==> src/rtl/wb_slave_bridge.sv <==
// wb_slave_bridge: registered WISHBONE classic slave front-end.
// Issues one-cycle core strobes and returns ACK, ERR or RTY.
module wb_slave_bridge #(
  parameter int AW             = 8,
  parameter int DW             = 32,
  parameter int READ_LAT       = 1,
  parameter int RECOVERY       = 3,
  parameter int FULL_WORD_ONLY = 1,
  parameter int BUSY_TIMEOUT   = 16,
  parameter int RTY_EN         = 1,
  localparam int SELW          = DW / 8
) (
  input  logic            clk,
  input  logic            wb_rst_i,
  input  logic            wb_cyc_i,
  input  logic            wb_stb_i,
  input  logic            wb_we_i,
  input  logic [AW-1:0]   wb_adr_i,
  input  logic [DW-1:0]   wb_dat_i,
  input  logic [SELW-1:0] wb_sel_i,
  output logic [DW-1:0]   wb_dat_o,
  output logic            wb_ack_o,
  output logic            wb_err_o,
  output logic            wb_rty_o,
  output logic            wb_inta_o,
  output logic [AW-1:0]   core_adr_o,
  output logic [DW-1:0]   core_dat_o,
  output logic [SELW-1:0] core_sel_o,
  output logic            core_we_o,
  output logic            core_re_o,
  input  logic [DW-1:0]   core_rdata_i,
  input  logic            core_err_i,
  input  logic            core_busy_i,
  input  logic            core_int_i
);

  typedef enum logic [2:0] {
    IDLE, STROBE, RDWAIT, RESP, RECOVER
  } state_t;

  state_t          state_q;
  logic            cyc_q, stb_q, we_q;
  logic [AW-1:0]   adr_q;
  logic [DW-1:0]   dat_q;
  logic [SELW-1:0] sel_q;
  logic [7:0]      busy_cnt_q;
  logic [3:0]      lat_cnt_q;
  logic [3:0]      rec_cnt_q;
  logic [DW-1:0]   wb_dat_q;
  logic            ack_q, err_q, rty_q, inta_q;
  logic [AW-1:0]   core_adr_q;
  logic [DW-1:0]   core_dat_q;
  logic [SELW-1:0] core_sel_q;
  logic            core_we_q, core_re_q;
  logic            req;

  assign req = cyc_q & stb_q;

  // Register every bus input once
  always_ff @(posedge clk) begin
    if (wb_rst_i) begin
      cyc_q <= 1'b0;
      stb_q <= 1'b0;
      we_q  <= 1'b0;
      adr_q <= '0;
      dat_q <= '0;
      sel_q <= '0;
    end else begin
      cyc_q <= wb_cyc_i;
      stb_q <= wb_stb_i;
      we_q  <= wb_we_i;
      adr_q <= wb_adr_i;
      dat_q <= wb_dat_i;
      sel_q <= wb_sel_i;
    end
  end

  // Interrupt is a plain one-cycle delay, independent of the FSM
  always_ff @(posedge clk) begin
    if (wb_rst_i) inta_q <= 1'b0;
    else          inta_q <= core_int_i;
  end

  // Access FSM with registered strobes and terminations
  always_ff @(posedge clk) begin
    if (wb_rst_i) begin
      state_q    <= IDLE;
      busy_cnt_q <= '0;
      lat_cnt_q  <= '0;
      rec_cnt_q  <= '0;
      wb_dat_q   <= '0;
      ack_q      <= 1'b0;
      err_q      <= 1'b0;
      rty_q      <= 1'b0;
      core_adr_q <= '0;
      core_dat_q <= '0;
      core_sel_q <= '0;
      core_we_q  <= 1'b0;
      core_re_q  <= 1'b0;
    end else begin
      ack_q     <= 1'b0;
      err_q     <= 1'b0;
      rty_q     <= 1'b0;
      core_we_q <= 1'b0;
      core_re_q <= 1'b0;
      unique case (state_q)
        IDLE: begin
          if (!req) begin
            busy_cnt_q <= '0;
          end else if (FULL_WORD_ONLY != 0 &&
                       sel_q != {SELW{1'b1}}) begin
            err_q      <= 1'b1;
            busy_cnt_q <= '0;
            state_q    <= RESP;
          end else if (!core_busy_i) begin
            core_adr_q <= adr_q;
            core_dat_q <= dat_q;
            core_sel_q <= sel_q;
            core_we_q  <= we_q;
            core_re_q  <= ~we_q;
            busy_cnt_q <= '0;
            state_q    <= STROBE;
          end else if (busy_cnt_q == 8'(BUSY_TIMEOUT)) begin
            rty_q      <= (RTY_EN != 0);
            err_q      <= (RTY_EN == 0);
            busy_cnt_q <= '0;
            state_q    <= RESP;
          end else begin
            busy_cnt_q <= busy_cnt_q + 8'd1;
          end
        end
        STROBE: begin
          if (core_we_q) begin
            ack_q   <= ~core_err_i;
            err_q   <= core_err_i;
            state_q <= RESP;
          end else if (READ_LAT == 0) begin
            wb_dat_q <= core_rdata_i;
            ack_q    <= ~core_err_i;
            err_q    <= core_err_i;
            state_q  <= RESP;
          end else begin
            lat_cnt_q <= 4'(READ_LAT - 1);
            state_q   <= RDWAIT;
          end
        end
        RDWAIT: begin
          if (!cyc_q) begin
            rec_cnt_q <= 4'(RECOVERY - 1);
            state_q   <= RECOVER;
          end else if (lat_cnt_q == 4'd0) begin
            wb_dat_q <= core_rdata_i;
            ack_q    <= ~core_err_i;
            err_q    <= core_err_i;
            state_q  <= RESP;
          end else begin
            lat_cnt_q <= lat_cnt_q - 4'd1;
          end
        end
        RESP: begin
          rec_cnt_q <= 4'(RECOVERY - 1);
          state_q   <= RECOVER;
        end
        RECOVER: begin
          if (rec_cnt_q == 4'd0) state_q <= IDLE;
          else rec_cnt_q <= rec_cnt_q - 4'd1;
        end
        default: state_q <= IDLE;
      endcase
    end
  end

  assign wb_dat_o   = wb_dat_q;
  assign wb_ack_o   = ack_q;
  assign wb_err_o   = err_q;
  assign wb_rty_o   = rty_q;
  assign wb_inta_o  = inta_q;
  assign core_adr_o = core_adr_q;
  assign core_dat_o = core_dat_q;
  assign core_sel_o = core_sel_q;
  assign core_we_o  = core_we_q;
  assign core_re_o  = core_re_q;

endmodule

==> config.mk <==
export PLATFORM = sky130hd
export DESIGN_NAME = wb_slave_bridge
export DESIGN_NICKNAME = d
export VERILOG_FILES = /design/src/rtl/wb_slave_bridge.sv
export SDC_FILE = /design/constraint.sdc
export NUM_CORES = 1
export LEC_CHECK = 0
export ABC_AREA = 0
export CORE_MARGIN = 3
export CORE_UTILIZATION = 40
export DETAILED_ROUTE_END_ITERATION = 16
export GPL_TIMING_DRIVEN = 1
export PLACE_DENSITY = 0.82
export SLEW_MARGIN = 10
export SYNTH_ARGS = -nofsm -noshare
export SYNTH_HDL_FRONTEND = slang
export SYNTH_SLANG_ARGS = --single-unit
==> constraint.sdc <==
create_clock -name clk -period 3.15 [get_ports clk]
set_input_delay 0.63 -clock clk [delete_from_list [all_inputs] [get_ports clk]]
set_output_delay 0.63 -clock clk [all_outputs]
set_load 0.02 [all_outputs]
==> impl_metrics.tcl <==
set metrics [dict create \
    status "complete, no violations" \
    syn_inst 592 \
    skew_ns 0.00620 \
    holdPathEnd "core_re_o" \
    worstSetupStartpointType "register" \
    place_area_mm2 0.00698 \
    critical_path.max_fanout 38 \
    critical_path.slowest_cell "nor4_4" \
    hp-start "we_q" \
    io_buffers 165 \
    path_class "reg -> reg" \
    syn_nets 681 \
    multi_input_area_mm2 0.00206 \
    synth-seq-area-share_pct 56.9 \
    clock_tree.root_cell "clkbuf_16" \
    cp.buffers_inverters 1 \
    fin_area_mm2 0.00754 \
    r2r_slack_ns 0.86 \
    cts_tree "yes" \
    cts_resized 0 \
    ys_warn_count 0 \
    critPathRequiredTime_ns 3.47 \
    ir_drop_mv 0.476 \
    setup_viol 0 \
    hold_depth 1 \
    io_pins 166 \
    worstHoldPathType "reg -> reg" \
    p_total_mw 4.57 \
    postCtsHoldBufs 0 \
    synthTopCellsByCount "nand2_1 (154), dfxtp_1 (148), a21oi_1 (77)" \
    p_leak_nw 2.62 \
    diodes 0 \
    clk_pin_slew_ns 0.06 \
    synth_top_cells_by_area "dfxtp_1 (57%), nand2_1 (11%), a21oi_1 (7.4%)" \
    layout-drive-gt1-share_pct 5.69 \
    r2r_cells 5 \
    cts_buffer_depth 2 \
    synth.avg_cell_area_um2 8.79 \
    antenna_found_initial 0 \
    insertion_delay_ns 0.41 \
    finalCritPeriodShare_pct 72.6 \
    areaGrowthSynthToFinish_pct 44.9 \
    synth.most_common_cell "nand2_1" \
    ant_nets 0 \
    synth_cell_types 45 \
    cp.arrival_ns 2.61 \
    path_delay_family "simple AND/OR/NAND/NOR gates" \
    grt_pass1_vias 4130 \
    ff_latch_area_mm2 0.00296 \
    initial_core_util_pct 41.1 \
    rsz0062_at_grt "no" \
    worstMarginPinSlew_ns 0.698 \
    grt_pass1_wl_um 19700 \
    route.vias.total 4412 \
    core.rowCount 41 \
    crit_path_end_kind "register" \
    synth_top_cell_by_area "dfxtp_1" \
    nets 832 \
    wirelength_um 12000 \
    cts_buffers 17 \
    drc 0 \
    grt_usage_pct 16.9 \
    hpwl_um 8200 \
    setup_tns_ns 0 \
    via_per_inst 4.75 \
    h-tree-depth 4 \
    fin_crit_ns 2.29 \
    fp.dieW_um 120 \
    synth_top_area_share_pct 56.9 \
    wl_per_cell_um 12.9 \
    drv_cap 0 \
    r2r_start "state_q[2]" \
    fill_cells 1123 \
    post_cts_buffers 0 \
    slowest_delay_ns 0.60 \
    dieHeight_um 120 \
    synth_edf_count 0 \
    p_per_area_mw_per_mm2 606 \
    max_slew_margin_pct 53.5 \
    synthFlopType "dfxtp_1" \
    syn_area_mm2 0.00520 \
    ys_ff_latch 148 \
    crit_chain "or3_1 > nor4_4 > buf_12 > nand2_1 > a21oi_1" \
    clock-sinks 148 \
    timing.rr.end "core_dat_o[25]" \
    finalMaxSlewViolations 0 \
    coreArea_mm2 0.0127 \
    fmax_ghz 0.437 \
    drt-initial-drc-count 194 \
    drtPass1Iterations 4 \
    grt_max_degree 70 \
    finalHoldViolations 0 \
    ys_async_sr_fraction_pct 0 \
    dieArea_mm2 0.0144 \
    gp_congestion 0.813 \
    grt_overflow 0 \
]
## state kept, by name, summed over array words and instances, names as in the netlist, 3 cells and up
| name | count |
|---|---|
| lat_cnt_q | 4 |
| core_dat_o | 32 |
| core_adr_o | 8 |
| busy_cnt_q | 8 |
| sel_q | 4 |
| core_sel_o | 4 |
| wb_dat_o | 32 |
| adr_q | 8 |
| dat_q | 32 |
| state_q | 3 |
| rec_cnt_q | 4 |
## final cells by class
| cell class | count | share of cell area [%] |
|---|---|---|
| well taps | 172 | 2.85 |
| repair buffers | 171 | 22.6 |
| clock buffers | 21 | 5.97 |
| multi-input cells | 394 | 27.3 |
| flip-flops and latches | 148 | 39.3 |
| inverters | 11 | 0.548 |
| clock inverters | 11 | 1.41 |
## placed cells by master, fill, tap and decap left out, types with 4 or more instances in the layout
master	synthesis	layout
clkdlybuf4s50_1	0	164
nand2_1	154	154
dfxtp_1	148	148
a21oi_1	77	77
nor2b_1	52	52
nor2_1	24	23
clkbuf_16	0	17
inv_1	11	11
nor3_1	9	9
buf_4	0	6
nand2b_1	5	5
ha_1	5	5
clkinv_4	0	5
or3_1	4	4
nor3b_1	4	4
a32o_1	4	4
nand3_1	4	4
o41ai_1	4	4
o21ai_0	4	4
## worst max-delay path by stage
stage	startpoint	end	cells after the start
after floorplan	state_q[2]	busy_cnt_q[0]	6
after global placement	core_busy_i	busy_cnt_q[0]	5
after detailed placement	core_busy_i	busy_cnt_q[2]	5
after CTS	state_q[2]	core_dat_o[25]	5
after global routing	state_q[2]	core_dat_o[25]	5
final	state_q[2]	core_dat_o[25]	5
## power by group
part / switching, mW / internal (mW)
Combinational: 0.327 / 0.314
Clock: 0.754 / 1.11
Sequential: 0.0885 / 1.97
## per-stage QoR
stage                     std cells  worst slack, ns  utilization, %  hold WS [ns]
after floorplan                 592             1.22               -         0.389
after global placement          896            0.694            55.1         0.398
after detailed placement        896            0.648            55.1         0.401
after CTS                       928            0.855            59.5         0.408
after global routing            928            0.729            59.5         0.444
final                           928            0.863            59.5         0.407
## kinds of logic after synthesis
family	after synthesis	share of synthesized area, %
xor gates and xnor gates	2	0.337
and+or+nand+nor	279	25.5
AOI/OAI and AO/OA	105	11.7
muxes	3	0.601
buffers and inverters	50	3.77
adders and majority gates	5	1.20
DFF	148	56.9
## worst reg2reg max path: cells and delay by family, from the launching register on
kind,cells,cell delay [ns]
simple gates,3,1.29
compound gates,1,0.16
buf+inv,1,0.29
flops,1,0.46
## per-layer routing
layer / global-route usage, % / vias up / wire length [um]
met5: 0 / - / 0
met4: 7.23 / 0 / 206
met3: 6.93 / 18 / 1090
met2: 26.2 / 146 / 5320
met1: 20.7 / 1984 / 5380
li1: - / 2264 / -
No activity file was read; power rests on OpenSTA's default activity.
